--- src/rtl/dmem_arbiter_if.sv ---
// rtl/dmem_arbiter_if.sv - signal bundle between requesters, arbiter and data memory
// Ports (signals):
//   p_*   : pipeline MEM-stage request, grant, stall and load return
//   d_*   : debug/loader request, grant and read return
//   mem_* : single-port data memory strobes, address, data
// Modports:
//   slave  : arbiter view (takes requests and mem_rdata, drives grants and mem strobes)
//   master : environment view (requesters plus memory)
interface dmem_arbiter_if #(
    parameter int DWIDTH     = 32,
    parameter int AWIDTH_MEM = 32
);
    logic                  p_req;
    logic                  p_we;
    logic [AWIDTH_MEM-1:0] p_addr;
    logic [DWIDTH-1:0]     p_wdata;
    logic                  p_gnt;
    logic                  p_stall;
    logic                  p_rvalid;
    logic [DWIDTH-1:0]     p_rdata;

    logic                  d_req;
    logic                  d_we;
    logic [AWIDTH_MEM-1:0] d_addr;
    logic [DWIDTH-1:0]     d_wdata;
    logic                  d_gnt;
    logic                  d_rvalid;
    logic [DWIDTH-1:0]     d_rdata;

    logic                  mem_ce;
    logic                  mem_wr_en;
    logic                  mem_rd_en;
    logic [AWIDTH_MEM-1:0] mem_addr;
    logic [DWIDTH-1:0]     mem_wdata;
    logic [DWIDTH-1:0]     mem_rdata;

    modport slave (
        input  p_req, p_we, p_addr, p_wdata,
        output p_gnt, p_stall, p_rvalid, p_rdata,
        input  d_req, d_we, d_addr, d_wdata,
        output d_gnt, d_rvalid, d_rdata,
        output mem_ce, mem_wr_en, mem_rd_en, mem_addr, mem_wdata,
        input  mem_rdata
    );

    modport master (
        output p_req, p_we, p_addr, p_wdata,
        input  p_gnt, p_stall, p_rvalid, p_rdata,
        output d_req, d_we, d_addr, d_wdata,
        input  d_gnt, d_rvalid, d_rdata,
        input  mem_ce, mem_wr_en, mem_rd_en, mem_addr, mem_wdata,
        output mem_rdata
    );
endinterface

--- src/rtl/dmem_arbiter.sv ---
// rtl/dmem_arbiter.sv - data memory arbiter, pipeline priority with debug starvation guard
// Ports:
//   ar_clk : clock shared with the data memory
//   ar_rst : synchronous active-high reset
//   bus    : dmem_arbiter_if.slave (p/d requester ports and memory strobes)
module dmem_arbiter #(
    parameter int DWIDTH     = 32,
    parameter int AWIDTH_MEM = 32,
    parameter int MAX_WAIT   = 4
) (
    input  logic           ar_clk,
    input  logic           ar_rst,
    dmem_arbiter_if.slave  bus
);
    localparam logic [3:0] MAX_CNT = 4'(MAX_WAIT);

    logic [3:0]            wait_cnt;
    logic                  tag_p;
    logic                  tag_d;
    logic                  starve;
    logic                  d_gnt_c;
    logic                  p_gnt_c;
    logic                  wr_c;
    logic                  rd_c;
    logic [AWIDTH_MEM-1:0] addr_c;
    logic [DWIDTH-1:0]     wdata_c;

    // Grants and the memory mux are purely combinational so an access
    // completes in the cycle it is granted. With no winner every strobe and
    // field is forced to 0.
    always_comb begin
        starve  = (wait_cnt == MAX_CNT);
        d_gnt_c = bus.d_req & (~bus.p_req | starve);
        p_gnt_c = bus.p_req & ~d_gnt_c;
        wr_c    = 1'b0;
        rd_c    = 1'b0;
        addr_c  = '0;
        wdata_c = '0;
        if (d_gnt_c) begin
            wr_c    = bus.d_we;
            rd_c    = ~bus.d_we;
            addr_c  = bus.d_addr;
            wdata_c = bus.d_wdata;
        end else if (p_gnt_c) begin
            wr_c    = bus.p_we;
            rd_c    = ~bus.p_we;
            addr_c  = bus.p_addr;
            wdata_c = bus.p_wdata;
        end
    end

    // wait_cnt counts consecutive cycles d asked and lost; it clears the
    // moment d wins or stops asking, so p regains priority right after a
    // forced d win. The owner tags mark which side issued last cycle's read.
    always_ff @(posedge ar_clk) begin
        if (ar_rst) begin
            wait_cnt <= 4'd0;
            tag_p    <= 1'b0;
            tag_d    <= 1'b0;
        end else begin
            if (bus.d_req && !d_gnt_c) begin
                wait_cnt <= starve ? wait_cnt : wait_cnt + 4'd1;
            end else begin
                wait_cnt <= 4'd0;
            end
            tag_p <= p_gnt_c & ~bus.p_we;
            tag_d <= d_gnt_c & ~bus.d_we;
        end
    end

    assign bus.p_gnt     = p_gnt_c;
    assign bus.d_gnt     = d_gnt_c;
    assign bus.p_stall   = bus.p_req & ~p_gnt_c;
    assign bus.mem_ce    = p_gnt_c | d_gnt_c;
    assign bus.mem_wr_en = wr_c;
    assign bus.mem_rd_en = rd_c;
    assign bus.mem_addr  = addr_c;
    assign bus.mem_wdata = wdata_c;

    // Memory output is already registered; rvalid alone qualifies the data.
    assign bus.p_rvalid  = tag_p;
    assign bus.d_rvalid  = tag_d;
    assign bus.p_rdata   = bus.mem_rdata;
    assign bus.d_rdata   = bus.mem_rdata;
endmodule

--- src/flat_wrapper.sv ---
// flat-port wrapper written by rule: the top's interface ports become plain ports
module dmem_arbiter_flat 
#(
    parameter int DWIDTH     = 32,
    parameter int AWIDTH_MEM = 32,
    parameter int MAX_WAIT   = 4
)
  (ar_clk, ar_rst, bus_p_req, bus_p_we, bus_p_addr, bus_p_wdata, bus_p_gnt, bus_p_stall, bus_p_rvalid, bus_p_rdata, bus_d_req, bus_d_we, bus_d_addr, bus_d_wdata, bus_d_gnt, bus_d_rvalid, bus_d_rdata, bus_mem_ce, bus_mem_wr_en, bus_mem_rd_en, bus_mem_addr, bus_mem_wdata, bus_mem_rdata);
  dmem_arbiter_if #(.DWIDTH(DWIDTH), .AWIDTH_MEM(AWIDTH_MEM)) bus_i ();
  input  logic ar_clk;
  input  logic ar_rst;
  input wire logic [$bits(bus_i.p_req)-1:0] bus_p_req;
  input wire logic [$bits(bus_i.p_we)-1:0] bus_p_we;
  input wire logic [$bits(bus_i.p_addr)-1:0] bus_p_addr;
  input wire logic [$bits(bus_i.p_wdata)-1:0] bus_p_wdata;
  output wire logic [$bits(bus_i.p_gnt)-1:0] bus_p_gnt;
  output wire logic [$bits(bus_i.p_stall)-1:0] bus_p_stall;
  output wire logic [$bits(bus_i.p_rvalid)-1:0] bus_p_rvalid;
  output wire logic [$bits(bus_i.p_rdata)-1:0] bus_p_rdata;
  input wire logic [$bits(bus_i.d_req)-1:0] bus_d_req;
  input wire logic [$bits(bus_i.d_we)-1:0] bus_d_we;
  input wire logic [$bits(bus_i.d_addr)-1:0] bus_d_addr;
  input wire logic [$bits(bus_i.d_wdata)-1:0] bus_d_wdata;
  output wire logic [$bits(bus_i.d_gnt)-1:0] bus_d_gnt;
  output wire logic [$bits(bus_i.d_rvalid)-1:0] bus_d_rvalid;
  output wire logic [$bits(bus_i.d_rdata)-1:0] bus_d_rdata;
  output wire logic [$bits(bus_i.mem_ce)-1:0] bus_mem_ce;
  output wire logic [$bits(bus_i.mem_wr_en)-1:0] bus_mem_wr_en;
  output wire logic [$bits(bus_i.mem_rd_en)-1:0] bus_mem_rd_en;
  output wire logic [$bits(bus_i.mem_addr)-1:0] bus_mem_addr;
  output wire logic [$bits(bus_i.mem_wdata)-1:0] bus_mem_wdata;
  input wire logic [$bits(bus_i.mem_rdata)-1:0] bus_mem_rdata;
  assign bus_i.p_req = bus_p_req;
  assign bus_i.p_we = bus_p_we;
  assign bus_i.p_addr = bus_p_addr;
  assign bus_i.p_wdata = bus_p_wdata;
  assign bus_p_gnt = bus_i.p_gnt;
  assign bus_p_stall = bus_i.p_stall;
  assign bus_p_rvalid = bus_i.p_rvalid;
  assign bus_p_rdata = bus_i.p_rdata;
  assign bus_i.d_req = bus_d_req;
  assign bus_i.d_we = bus_d_we;
  assign bus_i.d_addr = bus_d_addr;
  assign bus_i.d_wdata = bus_d_wdata;
  assign bus_d_gnt = bus_i.d_gnt;
  assign bus_d_rvalid = bus_i.d_rvalid;
  assign bus_d_rdata = bus_i.d_rdata;
  assign bus_mem_ce = bus_i.mem_ce;
  assign bus_mem_wr_en = bus_i.mem_wr_en;
  assign bus_mem_rd_en = bus_i.mem_rd_en;
  assign bus_mem_addr = bus_i.mem_addr;
  assign bus_mem_wdata = bus_i.mem_wdata;
  assign bus_i.mem_rdata = bus_mem_rdata;
  dmem_arbiter #(.DWIDTH(DWIDTH), .AWIDTH_MEM(AWIDTH_MEM), .MAX_WAIT(MAX_WAIT)) u_core (.ar_clk(ar_clk), .ar_rst(ar_rst), .bus(bus_i));
endmodule
--- config.mk ---
export PLATFORM = sky130hd
export DESIGN_NAME = dmem_arbiter_flat
export DESIGN_NICKNAME = d
export VERILOG_FILES = /design/src/rtl/dmem_arbiter_if.sv /design/src/rtl/dmem_arbiter.sv /design/src/flat_wrapper.sv
export SDC_FILE = /design/constraint.sdc
export NUM_CORES = 1
export LEC_CHECK = 0
export ABC_AREA = 1
export CORE_AREA = 2 2 118 120
export CTS_CLUSTER_SIZE = 24
export DETAILED_ROUTE_END_ITERATION = 10
export DIE_AREA = 0 0 120 122
export SKIP_CTS_REPAIR_TIMING = 1
export SLEW_MARGIN = 10
export SYNTH_ARGS = -nofsm -noshare
export SYNTH_HDL_FRONTEND = slang
export SYNTH_SLANG_ARGS = --single-unit
--- constraint.sdc ---
create_clock -name ar_clk -period 5.1 [get_ports ar_clk]
set_input_delay 1.02 -clock ar_clk [delete_from_list [all_inputs] [get_ports ar_clk]]
set_output_delay 1.02 -clock ar_clk [all_outputs]
set_load 0.05 [all_outputs]
## Word level (Yosys, flattened, before mapping)

Index checks and enable logic that the tools add are counted.

| cells by class | value |
|---|---|
| equality and inequality tests | 1 |
| add/sub/neg operators | 1 |
| multiplexer cells | 8 |
| reduce and logical (&&, ||, !) cells | 3 |
| bitwise operators | 13 |

Operators by type and width:

| operator | number |
|---|---|
| $mux W32 | 4 |
| $not A1 Y1 | 6 |
| $and A1 B1 Y1 | 5 |
| $add A4 B1 Y4 const B | 1 |
| $eq A4 B3 Y1 const B | 1 |
| $mux W1 | 4 |
| $or A1 B1 Y1 | 2 |
| $reduce_or A2 Y1 | 1 |
| $logic_and A1 B1 Y1 | 1 |
| $logic_not A1 Y1 | 1 |

| storage, ports and cells | value |
|---|---|
| input bits | 166 |
| flip-flop bits (word level) | 6 |

## Depth between registers and ports, before layout

| depth | value |
|---|---|
| depth after elaboration | 7 |
| gate-level depth with buffers | 9 |

## Least setup slack after synthesis

Ideal clock, no wire load.

| timing path | value |
|---|---|
| kind | input port to output port |
| from | input bus_d_req |
| to | output bus_mem_wdata[23] |
| arrival time | 2.009 ns |
| slack | 2.071 ns |
| cell stages on the path | 5 |
| path through | inv_1 > a21oi_4 > buf_2 > nand2_1 > nand2_1 |

| on the way | value |
|---|---|
| longest elaborated chain between the ends | 5 |

Ends and longest elaborated chain:

| what | RTL line | text |
|---|---|---|
| start: declaration | flat_wrapper.sv:20 | `input wire logic [$bits(bus_i.d_req)-1:0] bus_d_req;` |
| $and A1 B1 Y1 * | dmem_arbiter.sv:33 | `d_gnt_c = bus.d_req & (~bus.p_req \| starve);` |
| named net bus_d_gnt | flat_wrapper.sv:24 | `output wire logic [$bits(bus_i.d_gnt)-1:0] bus_d_gnt;` |
| $not A1 Y1 | dmem_arbiter.sv:34 | `p_gnt_c = bus.p_req & ~d_gnt_c;` |
| $and A1 B1 Y1 | dmem_arbiter.sv:34 |  |
| $mux W32 | dmem_arbiter.sv:44 | `end else if (p_gnt_c) begin` |
| $mux W32 * | dmem_arbiter.sv:39 | `if (d_gnt_c) begin` |
| end: declaration | flat_wrapper.sv:31 | `output wire logic [$bits(bus_i.mem_wdata)-1:0] bus_mem_wdata;` |

Mark *: on every way through the listed nets, which the timed path passes. The rest lies on a longest branch.

## Final worst setup path

| timing path | value |
|---|---|
| from | input bus_p_req |
| to | output bus_mem_addr[5] |

| on the way | value |
|---|---|
| longest elaborated chain between the ends | 7 |

Ends and longest elaborated chain:

| what | RTL line | text |
|---|---|---|
| start: declaration | flat_wrapper.sv:12 | `input wire logic [$bits(bus_i.p_req)-1:0] bus_p_req;` |
| $not A1 Y1 | dmem_arbiter.sv:33 |  |
| $or A1 B1 Y1 | dmem_arbiter.sv:33 |  |
| $and A1 B1 Y1 | dmem_arbiter.sv:33 |  |
| $not A1 Y1 | dmem_arbiter.sv:34 |  |
| $and A1 B1 Y1 | dmem_arbiter.sv:34 |  |
| $mux W32 | dmem_arbiter.sv:44 |  |
| $mux W32 * | dmem_arbiter.sv:39 |  |
| end: declaration | flat_wrapper.sv:30 | `output wire logic [$bits(bus_i.mem_addr)-1:0] bus_mem_addr;` |

Every way passes the cells marked *; elsewhere a longest branch is shown, timed or not.

==> impl_metrics.tcl <==
set metrics [dict create \
    status "completed" \
    num_antenna_cells 0 \
    start_kind "primary input" \
    fp.coreArea_um2 13500 \
    hpwl_um 5140 \
    h-tree-depth 1 \
    clock_sinks 6 \
    max_freq_ghz 0.239 \
    place_area_um2 3360 \
    final_cell_mix "205 x clkdlybuf4s50_1, 203 x nand2_1, 7 x inv_1" \
    peakVddDrop_uv 92.8 \
    worst_ep_arrival_time_ns 3.17 \
    rsz0062_at_grt "no" \
    cp_slowest_cell "clkdlybuf4s50_1" \
    yosysUniqueCellTypes 19 \
    fin_crit_ns 4.19 \
    drcViolationCount 0 \
    final-hold-violation-count 0 \
    layout.cells.non_filler 625 \
    synth-compound-area-share 0.0233 \
    io_buffers 205 \
    final_area_um2 3440 \
    rows 43 \
    die-area_um2 14600 \
    cp_num_buf_inv 4 \
    slowest_delay_ns 0.81 \
    fin_crit_sh 0.821 \
    power_density_nw_per_um2 166 \
    start_util 0.119 \
    dpl.cell_count 622 \
    critPathKind "in -> out" \
    leakage_nw 1.54 \
    end_kind "output port" \
    post-route-util 0.255 \
    synth_warnings 0 \
    cp.required_ns 4.08 \
    antenna_found_initial 0 \
    place.gp.congestion 0.704 \
    die_h_um 122 \
    muxShareOfSynthArea 0 \
    place_ws_ns 0.901 \
    firstDrtPassIters 4 \
    grt_max_degree 69 \
    synth_top_family_by_area "simple AND/OR/NAND/NOR gates" \
    ys_seq_area_frac 0.0746 \
    final_common_cell "clkdlybuf4s50_1" \
    slew_headroom 0.651 \
    ys_ff_latch 6 \
    syn_area_um2 1610 \
    grt_pass1_vias 1980 \
    worst_slew_pin_slew_ns 0.523 \
    clock_latency_ns 0.22 \
    cts_made_buffers 3 \
    synth-simple-area-share 0.503 \
    drt_first_iter_violations 52 \
    global_route.overflow_total 0 \
    ios 302 \
    grt_pass1_wl_um 9440 \
    postRouteAntennaNets 0 \
    setup_viol 0 \
    synth_fa_ha_area_frac 0.0155 \
    synth_nets 481 \
    post_route_cells_drive_above_1_share 0.0202 \
    hold_depth 1 \
    via_per_inst 3.44 \
    vias 2148 \
    fin_nets 615 \
    clockBufferDepth 2 \
    syn_to_final_growth_pct 114 \
    netlist_instances 313 \
    r2r_cells 7 \
    path_depth 7 \
    die_width_um 120 \
    cts-root-buf "clkbuf_16" \
    drt_wl_total_um 6460 \
    synthXorXnorAreaFrac 0.0109 \
    crit_path_cell_trace "clkdlybuf4s50_1 -> inv_2 -> a21oi_4 -> buf_12 -> nand2_1 -> nand2_1 -> clkdlybuf4s50_1" \
    cts_tree "built" \
    fin_skew_ns 0.000926 \
    min_path_type "reg -> reg" \
    fin_tns_setup_ns 0 \
    cap_violations 0 \
    final_max_slew_viol_count 0 \
    syn_avg_cell_area_um2 5.14 \
    path_clk_slew_ns 0.03 \
    layout_setup_ws_ns 0.913 \
    critPathMaxFanout 67 \
    wl_per_cell_um 10.3 \
    cp_top_family "buffers and inverters" \
    grt_usage 0.0796 \
]
==> cell families after synthesis <==
logic type	after synthesis
simple gates	213
xor+xnor	2
flops	6
compound gates	4
fa+ha+maj	2
buf+inv	86
==> registers in the layout (all words and copies together) (netlist names) <==
register / flops
u_core.bus.d_rvalid: 1
u_core.wait_cnt: 4
u_core.bus.p_rvalid: 1
==> Yosys cell counts <==
cell type	count	area (um^2)
xor2_1	1	8.76
buf_2	6	30.0
a21oi_2	1	8.76
buf_6	2	22.5
xnor2_1	1	8.76
nand3_1	2	10.0
dfxtp_1	6	120
nand3_2	1	10.0
inv_2	1	3.75
nand2_1	203	762
nor2_1	6	22.5
o21bai_1	1	7.51
a21oi_1	1	5.00
ha_1	2	25.0
inv_1	7	26.3
buf_4	68	510
nor3_1	1	5.00
clkbuf_1	2	7.51
a21oi_4	1	16.3
==> cell type report <==
class	instances	area [um^2]
flip-flops and latches	6	120
clock buffers	3	75.1
repair buffers	207	2090
inverters	8	30.0
multi-input cells	221	897
well taps	180	225
fillers	1482	10100
==> metal layers <==
metal | part of all wire | routed length (um) | GRT usage | vias to the layer above
met4 | 0.029 | 188 | 0.0353 | 0
li1 | - | - | - | 1128
met1 | 0.37 | 2370 | 0.0835 | 841
met3 | 0.13 | 849 | 0.0300 | 19
met2 | 0.47 | 3050 | 0.142 | 160
met5 | 0 | 0 | 0 | -
==> stage by stage <==
stage | total power [W] | hold WS, ns
after floorplan | 0.000389 | 0.430
after global placement | 0.000447 | 0.448
after detailed placement | 0.000447 | 0.457
after CTS | 0.000576 | 0.464
after global routing | 0.000600 | 0.500
final | 0.000570 | 0.457
==> power breakdown <==
part | internal [W] | leakage, nW | total [W] | switching, W
logic | 0.000176 | 1.45 | 0.000395 | 0.000220
registers | 0.0000482 | 0.0487 | 0.0000487 | 0.000000493
clock network | 0.000101 | 0.0370 | 0.000126 | 0.0000251
==> final timing paths <==
kind / startpoint / slack (ns) / to
worst max-delay path: bus_p_req / 0.91 / bus_mem_addr[5]
worst min-delay path: u_core.wait_cnt[0] / 0.46 / u_core.wait_cnt[0]
worst max register to register: u_core.wait_cnt[0] / 3.65 / u_core.bus.d_rvalid
worst min register to register: u_core.wait_cnt[0] / 0.46 / u_core.wait_cnt[0]
Note: power is estimated with default switching activity, not from simulation.
